<file path="config.mk">
export PLATFORM = sky130hd
export DESIGN_NAME = uart_tx_framed_flat
export DESIGN_NICKNAME = d
export VERILOG_FILES = /design/src/rtl/uart_tx_framed_pkg.sv /design/src/rtl/uart_tx_framed_if.sv /design/src/rtl/uart_tx_framed_baud_gen.sv /design/src/rtl/uart_tx_framed.sv /design/src/flat_wrapper.sv
export SDC_FILE = /design/constraint.sdc
export NUM_CORES = 1
export LEC_CHECK = 0
export CAP_MARGIN = 20
export CORE_MARGIN = 2
export CORE_UTILIZATION = 55
export DETAILED_ROUTE_END_ITERATION = 16
export GPL_TIMING_DRIVEN = 0
export PLACE_DENSITY = 0.8
export RECOVER_POWER = 25
export SYNTH_ARGS = -nofsm -noshare
export SYNTH_HDL_FRONTEND = slang
export SYNTH_HIERARCHICAL = 1
export SYNTH_SLANG_ARGS = --single-unit
</file>
<file path="constraint.sdc">
create_clock -name clk -period 3.1 [get_ports clk]
set_input_delay 0.62 -clock clk [delete_from_list [all_inputs] [get_ports clk]]
set_output_delay 0.62 -clock clk [all_outputs]
set_load 0.01 [all_outputs]
</file>
<file path="src/rtl/uart_tx_framed_pkg.sv">
// Shared types and constants for the framed UART transmitter.
package uart_pkg;

  typedef enum logic [1:0] {
    PARITY_NONE = 2'd0,
    PARITY_ODD  = 2'd1,
    PARITY_EVEN = 2'd2,
    PARITY_RSVD = 2'd3
  } parity_t;

  typedef enum logic [2:0] {
    IDLE   = 3'd0,
    START  = 3'd1,
    DATA   = 3'd2,
    PARITY = 3'd3,
    STOP   = 3'd4
  } tx_state_t;

  localparam int MAX_FRAME_BITS = 13;
  localparam int BIT_CNT_W      = $clog2(MAX_FRAME_BITS);

  // xor_of_data is the XOR reduction of the data word
  function automatic logic parity_bit(parity_t mode, logic xor_of_data);
    return (mode == PARITY_ODD) ? ~xor_of_data : xor_of_data;
  endfunction

endpackage

</file>
<file path="src/rtl/uart_tx_framed_if.sv">
// Word handshake, frame configuration and line/status signals of the transmitter.
interface uart_tx_framed_if #(
  parameter int DIV_WIDTH = 16,
  parameter int DATA_BITS = 8
);
  logic [DIV_WIDTH-1:0] divisor;
  logic [1:0]           parity_mode;
  logic                 two_stop;
  logic [DATA_BITS-1:0] data;
  logic                 valid;
  logic                 ready;
  logic                 busy;
  logic                 done;
  logic                 tx;

  modport master (
    output divisor, parity_mode, two_stop, data, valid,
    input  ready, busy, done, tx
  );

  modport slave (
    input  divisor, parity_mode, two_stop, data, valid,
    output ready, busy, done, tx
  );
endinterface

</file>
<file path="src/rtl/uart_tx_framed_baud_gen.sv">
// Bit-period down-counter; bit_tick_o marks the last clock of each bit period.
module uart_baud_gen #(
  parameter int DIV_WIDTH = 16
) (
  input  logic                 clk,
  input  logic                 rst,
  input  logic                 start_i,
  input  logic                 run_i,
  input  logic [DIV_WIDTH-1:0] divisor_i,
  output logic                 bit_tick_o
);

  logic [DIV_WIDTH-1:0] cnt_q, cnt_d;

  always_comb begin
    cnt_d = cnt_q;
    if (start_i) begin
      cnt_d = divisor_i;
    end else if (!run_i) begin
      cnt_d = '0;
    end else if (cnt_q == '0) begin
      cnt_d = divisor_i;
    end else begin
      cnt_d = cnt_q - 1'b1;
    end
  end

  always_ff @(posedge clk) begin
    if (rst) cnt_q <= '0;
    else     cnt_q <= cnt_d;
  end

  assign bit_tick_o = run_i && (cnt_q == '0);

endmodule

</file>
<file path="src/rtl/uart_tx_framed.sv">
// Runtime-configurable UART transmitter: start, DATA_BITS data LSB first,
// optional parity, one or two stop bits.
module uart_tx_framed
  import uart_pkg::*;
#(
  parameter int DIV_WIDTH = 16,
  parameter int DATA_BITS = 8
) (
  input logic             clk,
  input logic             rst,
  uart_tx_framed_if.slave bus
);

  // state  | meaning
  // IDLE   | line high, ready for a word
  // START  | start bit (low)
  // DATA   | data bits, LSB first
  // PARITY | parity bit, only when parity is odd/even
  // STOP   | one or two stop bits (high)

  tx_state_t            state_q, state_d;
  logic [DATA_BITS-1:0] sh_q, sh_d;
  logic [DIV_WIDTH-1:0] div_q, baud_div;
  parity_t              pm_q, pm_in;
  logic                 two_q, par_q;
  logic                 tx_q, tx_d;
  logic [BIT_CNT_W-1:0] bit_cnt_q, bit_cnt_d, last_bit;
  logic                 accept, bit_tick, par_en, run, done;

  assign pm_in    = parity_t'(bus.parity_mode);
  assign accept   = bus.valid && bus.ready;
  assign run      = (state_q != IDLE);
  assign baud_div = accept ? bus.divisor : div_q;
  assign par_en   = (pm_q == PARITY_ODD) || (pm_q == PARITY_EVEN);

  // Frame bit index of the final stop bit; index 0 is the start bit
  assign last_bit = BIT_CNT_W'(DATA_BITS) + BIT_CNT_W'(par_en)
                  + (two_q ? BIT_CNT_W'(2) : BIT_CNT_W'(1));

  uart_baud_gen #(.DIV_WIDTH(DIV_WIDTH)) u_baud (
    .clk        (clk),
    .rst        (rst),
    .start_i    (accept),
    .run_i      (run),
    .divisor_i  (baud_div),
    .bit_tick_o (bit_tick)
  );

  always_comb begin
    state_d   = state_q;
    sh_d      = sh_q;
    bit_cnt_d = bit_tick ? bit_cnt_q + 1'b1 : bit_cnt_q;
    done      = 1'b0;
    unique case (state_q)
      IDLE: if (accept) begin
        state_d = START;
        sh_d    = bus.data;
      end
      START: if (bit_tick) state_d = DATA;
      DATA: if (bit_tick) begin
        sh_d = sh_q >> 1;
        if (bit_cnt_q == BIT_CNT_W'(DATA_BITS)) state_d = par_en ? PARITY : STOP;
      end
      PARITY: if (bit_tick) state_d = STOP;
      STOP: if (bit_tick && (bit_cnt_q == last_bit)) begin
        state_d = IDLE;
        done    = 1'b1;
      end
      default: state_d = IDLE;
    endcase
    if (state_d == IDLE) bit_cnt_d = '0;

    // Line level follows the next state so tx only moves at bit boundaries
    unique case (state_d)
      START:   tx_d = 1'b0;
      DATA:    tx_d = sh_d[0];
      PARITY:  tx_d = par_q;
      default: tx_d = 1'b1;
    endcase
  end

  always_ff @(posedge clk) begin
    if (rst) begin
      state_q   <= IDLE;
      sh_q      <= '0;
      bit_cnt_q <= '0;
      tx_q      <= 1'b1;
      div_q     <= '0;
      pm_q      <= PARITY_NONE;
      two_q     <= 1'b0;
      par_q     <= 1'b0;
    end else begin
      state_q   <= state_d;
      sh_q      <= sh_d;
      bit_cnt_q <= bit_cnt_d;
      tx_q      <= tx_d;
      if (accept) begin
        div_q <= bus.divisor;
        pm_q  <= pm_in;
        two_q <= bus.two_stop;
        par_q <= parity_bit(pm_in, ^bus.data);
      end
    end
  end

  assign bus.tx    = tx_q;
  assign bus.busy  = run;
  assign bus.ready = !run;
  assign bus.done  = done;

endmodule

</file>
<file path="src/flat_wrapper.sv">
// flat-port wrapper written by rule: the top's interface ports become plain ports
module uart_tx_framed_flat import uart_pkg::*;
#(
  parameter int DIV_WIDTH = 16,
  parameter int DATA_BITS = 8
)
  (clk, rst, bus_divisor, bus_parity_mode, bus_two_stop, bus_data, bus_valid, bus_ready, bus_busy, bus_done, bus_tx);
  uart_tx_framed_if #(.DIV_WIDTH(DIV_WIDTH), .DATA_BITS(DATA_BITS)) bus_i ();
  input logic clk;
  input logic rst;
  input wire logic [$bits(bus_i.divisor)-1:0] bus_divisor;
  input wire logic [$bits(bus_i.parity_mode)-1:0] bus_parity_mode;
  input wire logic [$bits(bus_i.two_stop)-1:0] bus_two_stop;
  input wire logic [$bits(bus_i.data)-1:0] bus_data;
  input wire logic [$bits(bus_i.valid)-1:0] bus_valid;
  output wire logic [$bits(bus_i.ready)-1:0] bus_ready;
  output wire logic [$bits(bus_i.busy)-1:0] bus_busy;
  output wire logic [$bits(bus_i.done)-1:0] bus_done;
  output wire logic [$bits(bus_i.tx)-1:0] bus_tx;
  assign bus_i.divisor = bus_divisor;
  assign bus_i.parity_mode = bus_parity_mode;
  assign bus_i.two_stop = bus_two_stop;
  assign bus_i.data = bus_data;
  assign bus_i.valid = bus_valid;
  assign bus_ready = bus_i.ready;
  assign bus_busy = bus_i.busy;
  assign bus_done = bus_i.done;
  assign bus_tx = bus_i.tx;
  uart_tx_framed #(.DIV_WIDTH(DIV_WIDTH), .DATA_BITS(DATA_BITS)) u_core (.clk(clk), .rst(rst), .bus(bus_i));
endmodule
</file>
==> flow_metrics.py <==
metrics = {
    "global_routing": {
        "grt_usage_pct": 22.6,
        "grt-ovfl-total": 0,
        "grt_max_degree": 15,
        "grt_pass1_wl_um": 9620,
        "grt_pass1_vias": 2192,
        "antenna_found_initial": 0,
    },
    "hold_path": {
        "min_to": "u_core/sh_q[4]",
        "hold_start": "u_core/sh_q[4]",
        "hp-class": "reg -> reg",
        "whs_path_depth": 2,
    },
    "sta": {
        "hold_viol_final": 0,
        "tightest_slew_ns": 0.740,
        "rsz0062_at_grt": "false",
        "setup_viol": 0,
        "timing.final.crit_share_pct": 94.2,
        "relSlewSlack_pct": 50.6,
        "clock.fmax_mhz": 342,
        "min_period_ns": 2.92,
        "slew_violations": 0,
        "fin_skew_ns": 0.00360,
    },
    "setup_path": {
        "critPathTopFamily": "simple AND/OR/NAND/NOR gates",
        "r2r-end": "u_core/bit_cnt_q[3]",
        "r2r_slack_ns": 0.47,
        "end_kind": "primary output",
        "path_class": "reg -> out",
        "critPathBufInv": 3,
        "worstSetupStartpointType": "flop",
        "critPathMaxFanout": 9,
        "worstPathArrival_ns": 2.30,
        "crit_required_ns": 2.48,
        "critical_path.slowest_cell": "dfxtp_1",
        "crit_chain": "inv_1 -> ha_1 -> nor4b_4 -> nand4b_1 -> nor2_2 -> buf_4 -> nor2b_1 -> nand4_1 -> nor4_2 -> clkbuf_2",
        "critPathMaxStageDelay_ns": 0.32,
        "r2r_cells": 10,
        "r2r-start": "u_core/u_baud/cnt_q[0]",
    },
    "floorplanning": {
        "io_pins": 34,
        "start_util_pct": 57.0,
        "core_area_um2": 4690,
        "chipWidth_um": 73.7,
        "std_cell_rows": 25,
        "die_h_um": 73.7,
        "die_area_um2": 5440,
    },
    "clock_network": {
        "clockRootBuffer": "clkbuf_8",
        "cts.clk_slew.worst_paths_ns": 0.09,
        "cts_buffers": 5,
        "clk_path_buf_depth": 2,
        "cts_tree": "built",
        "clkLatencyLatePin_ns": 0.30,
        "cts_num_sinks": 52,
        "ctsHoldBuffers": 0,
        "htreeDepth": 2,
    },
    "synth": {
        "ys.flop_type": "dfxtp_1",
        "ys_seq_elements": 52,
        "synth_commonest_cells": "nand2_1, dfxtp_1, nor2_1",
        "postSynthCellCount": 319,
        "syn-cell-area_um2": 2670,
        "syn_avg_cell_area_um2": 8.38,
        "synth.yosys.seq_area_share_pct": 38.9,
        "synthArstFlopShare_pct": 0,
        "yosys.area.top_type": "dfxtp_1",
        "synth_cell_types": 55,
        "synth_fp_nets": 354,
        "yosys_warnings": 6,
        "synth_most_common_cell": "nand2_1",
        "synthDominantCellAreaShare_pct": 38.9,
        "synth_edf_count": 0,
        "synth_top_cells_by_area": "dfxtp_1, nand2_1, and2_1",
    },
    "place": {
        "dp_hpwl_um": 4030,
        "placement.cell_area_um2": 3070,
        "io_buffer_count": 33,
        "gp_congestion": 0.841,
    },
    "final_layout": {
        "drive_gt1_share_pct": 9.17,
        "syn_to_final_growth_pct": 19.3,
        "diodes": 0,
        "final_cell_area_um2": 3190,
        "fin_util_pct": 68.0,
        "final_nets": 394,
        "fill_cells": 408,
    },
    "flow_run": {
        "drv_cap": 0,
    },
    "drt": {
        "routedWlPerCell_um": 13.2,
        "drcViolationCount": 0,
        "ant_nets": 0,
        "routed_wl_um": 5460,
        "via_per_inst": 5.56,
        "drt-initial-drc-count": 114,
        "drt-pass1-iter-count": 5,
        "via_count": 2303,
    },
    "power_and_ir_drop": {
        "ir_drop_mv": 0.288,
        "cellPowerDensity_nw_per_um2": 606,
        "cellLeakagePower_nw": 1.30,
    },
    "outcome": {
        "status": "complete, no violations",
    },
}
layout make-up:
type / count / area (um^2) / area share [%]
multi-input combinational: 237 / 1520 / 47.6
sequential: 52 / 1040 / 32.6
timing repair buffer: 33 / 325 / 10.2
clock buffer: 8 / 90.1 / 2.82
buffer: 15 / 90.1 / 2.82
tap: 54 / 67.6 / 2.12
inverter: 15 / 57.6 / 1.80
power breakdown:
group | switching (mW) | internal, mW
Sequential | 0.0738 | 0.743
Combinational | 0.385 | 0.336
Clock | 0.212 | 0.182
logic make-up after synthesis:
group | count (synthesis) | share of synthesized area, %
simple gates | 153 | 28.1
xor+xnor | 21 | 7.39
flops | 52 | 38.9
mux | 4 | 1.54
compound gates | 54 | 16.2
buf+inv | 30 | 5.43
fa+ha+maj | 5 | 2.34
worst max path at each step:
stage                     cells past startpoint              startpoint        to  slack [ns]
after floorplan                               9  u_core/u_baud/cnt_q[0]  bus_done        0.52
after global placement                       10  u_core/u_baud/cnt_q[0]  bus_done       -0.21
after detailed placement                     10  u_core/u_baud/cnt_q[0]  bus_done       -0.24
after CTS                                    10  u_core/u_baud/cnt_q[0]  bus_done        0.01
after global routing                         10  u_core/u_baud/cnt_q[0]  bus_done       0.006
final                                        10  u_core/u_baud/cnt_q[0]  bus_done        0.18
placed cells by master, fill, tap and decap left out, types with 3 or more instances in the layout:
cell type / n
nand2b_1: 3
clkbuf_1: 7
o21ai_0: 4
inv_1: 14
nand4_1: 3
nor2_1: 24
nor2b_1: 4
buf_2: 6
clkbuf_8: 6
nand3_1: 4
nor4_1: 3
or3_1: 3
a21oi_1: 11
o32ai_1: 4
dfxtp_1: 52
mux2i_1: 3
and2_0: 4
nor3_1: 7
a22oi_1: 7
xnor2_1: 12
xor2_1: 8
ha_1: 5
nand2_1: 68
a211oi_1: 9
and2_1: 13
clkdlybuf4s50_1: 30
timing repair:
action,in CTS,in global routing
setup buffers,0,0
setup endpoints to repair,1,1
pin swaps,1,1
hold endpoints to repair,0,0
gates resized for setup,6,3
flip-flops by register name, summed over array words and instances, names as in the netlist:
| signal | cells |
|---|---|
| u_core/par_q | 1 |
| u_core/bit_cnt_q | 4 |
| u_core/bus.tx | 1 |
| u_core/div_q | 16 |
| u_core/sh_q | 8 |
| u_core/pm_q | 2 |
| u_core/state_q | 3 |
| u_core/u_baud/cnt_q | 16 |
| u_core/two_q | 1 |
stage by stage:
stage	cells	setup slack, ns	TNS (ns)	total power [mW]	hold WS [ns]
after floorplan	319	0.518	0	1.36	0.436
after global placement	406	-0.210	-0.210	1.52	0.444
after detailed placement	406	-0.237	-0.237	1.53	0.447
after CTS	414	0.0105	0	1.94	0.460
after global routing	414	0.00604	0	2.06	0.483
final	414	0.179	0	1.93	0.462
layer usage:
| metal | global-route usage [%] | vias to the layer above | share of wire, % |
|---|---|---|---|
| li1 | - | 1180 | - |
| met2 | 38.9 | 56 | 49 |
| met3 | 4.39 | 10 | 3.8 |
| met5 | 0 | - | 0 |
| met4 | 7.27 | 0 | 1.6 |
| met1 | 28.4 | 1057 | 46 |
worst register-to-register path, cell delays in order (launching register included):
cell	delay, ns
dfxtp_1	0.32
inv_1	0.11
ha_1	0.18
nor4b_4	0.26
nand4b_1	0.16
nor2_2	0.13
buf_4	0.18
nor2b_1	0.16
nand4_1	0.17
a222oi_1	0.66
a211oi_1	0.17
No activity file was read; power rests on OpenSTA's default activity.
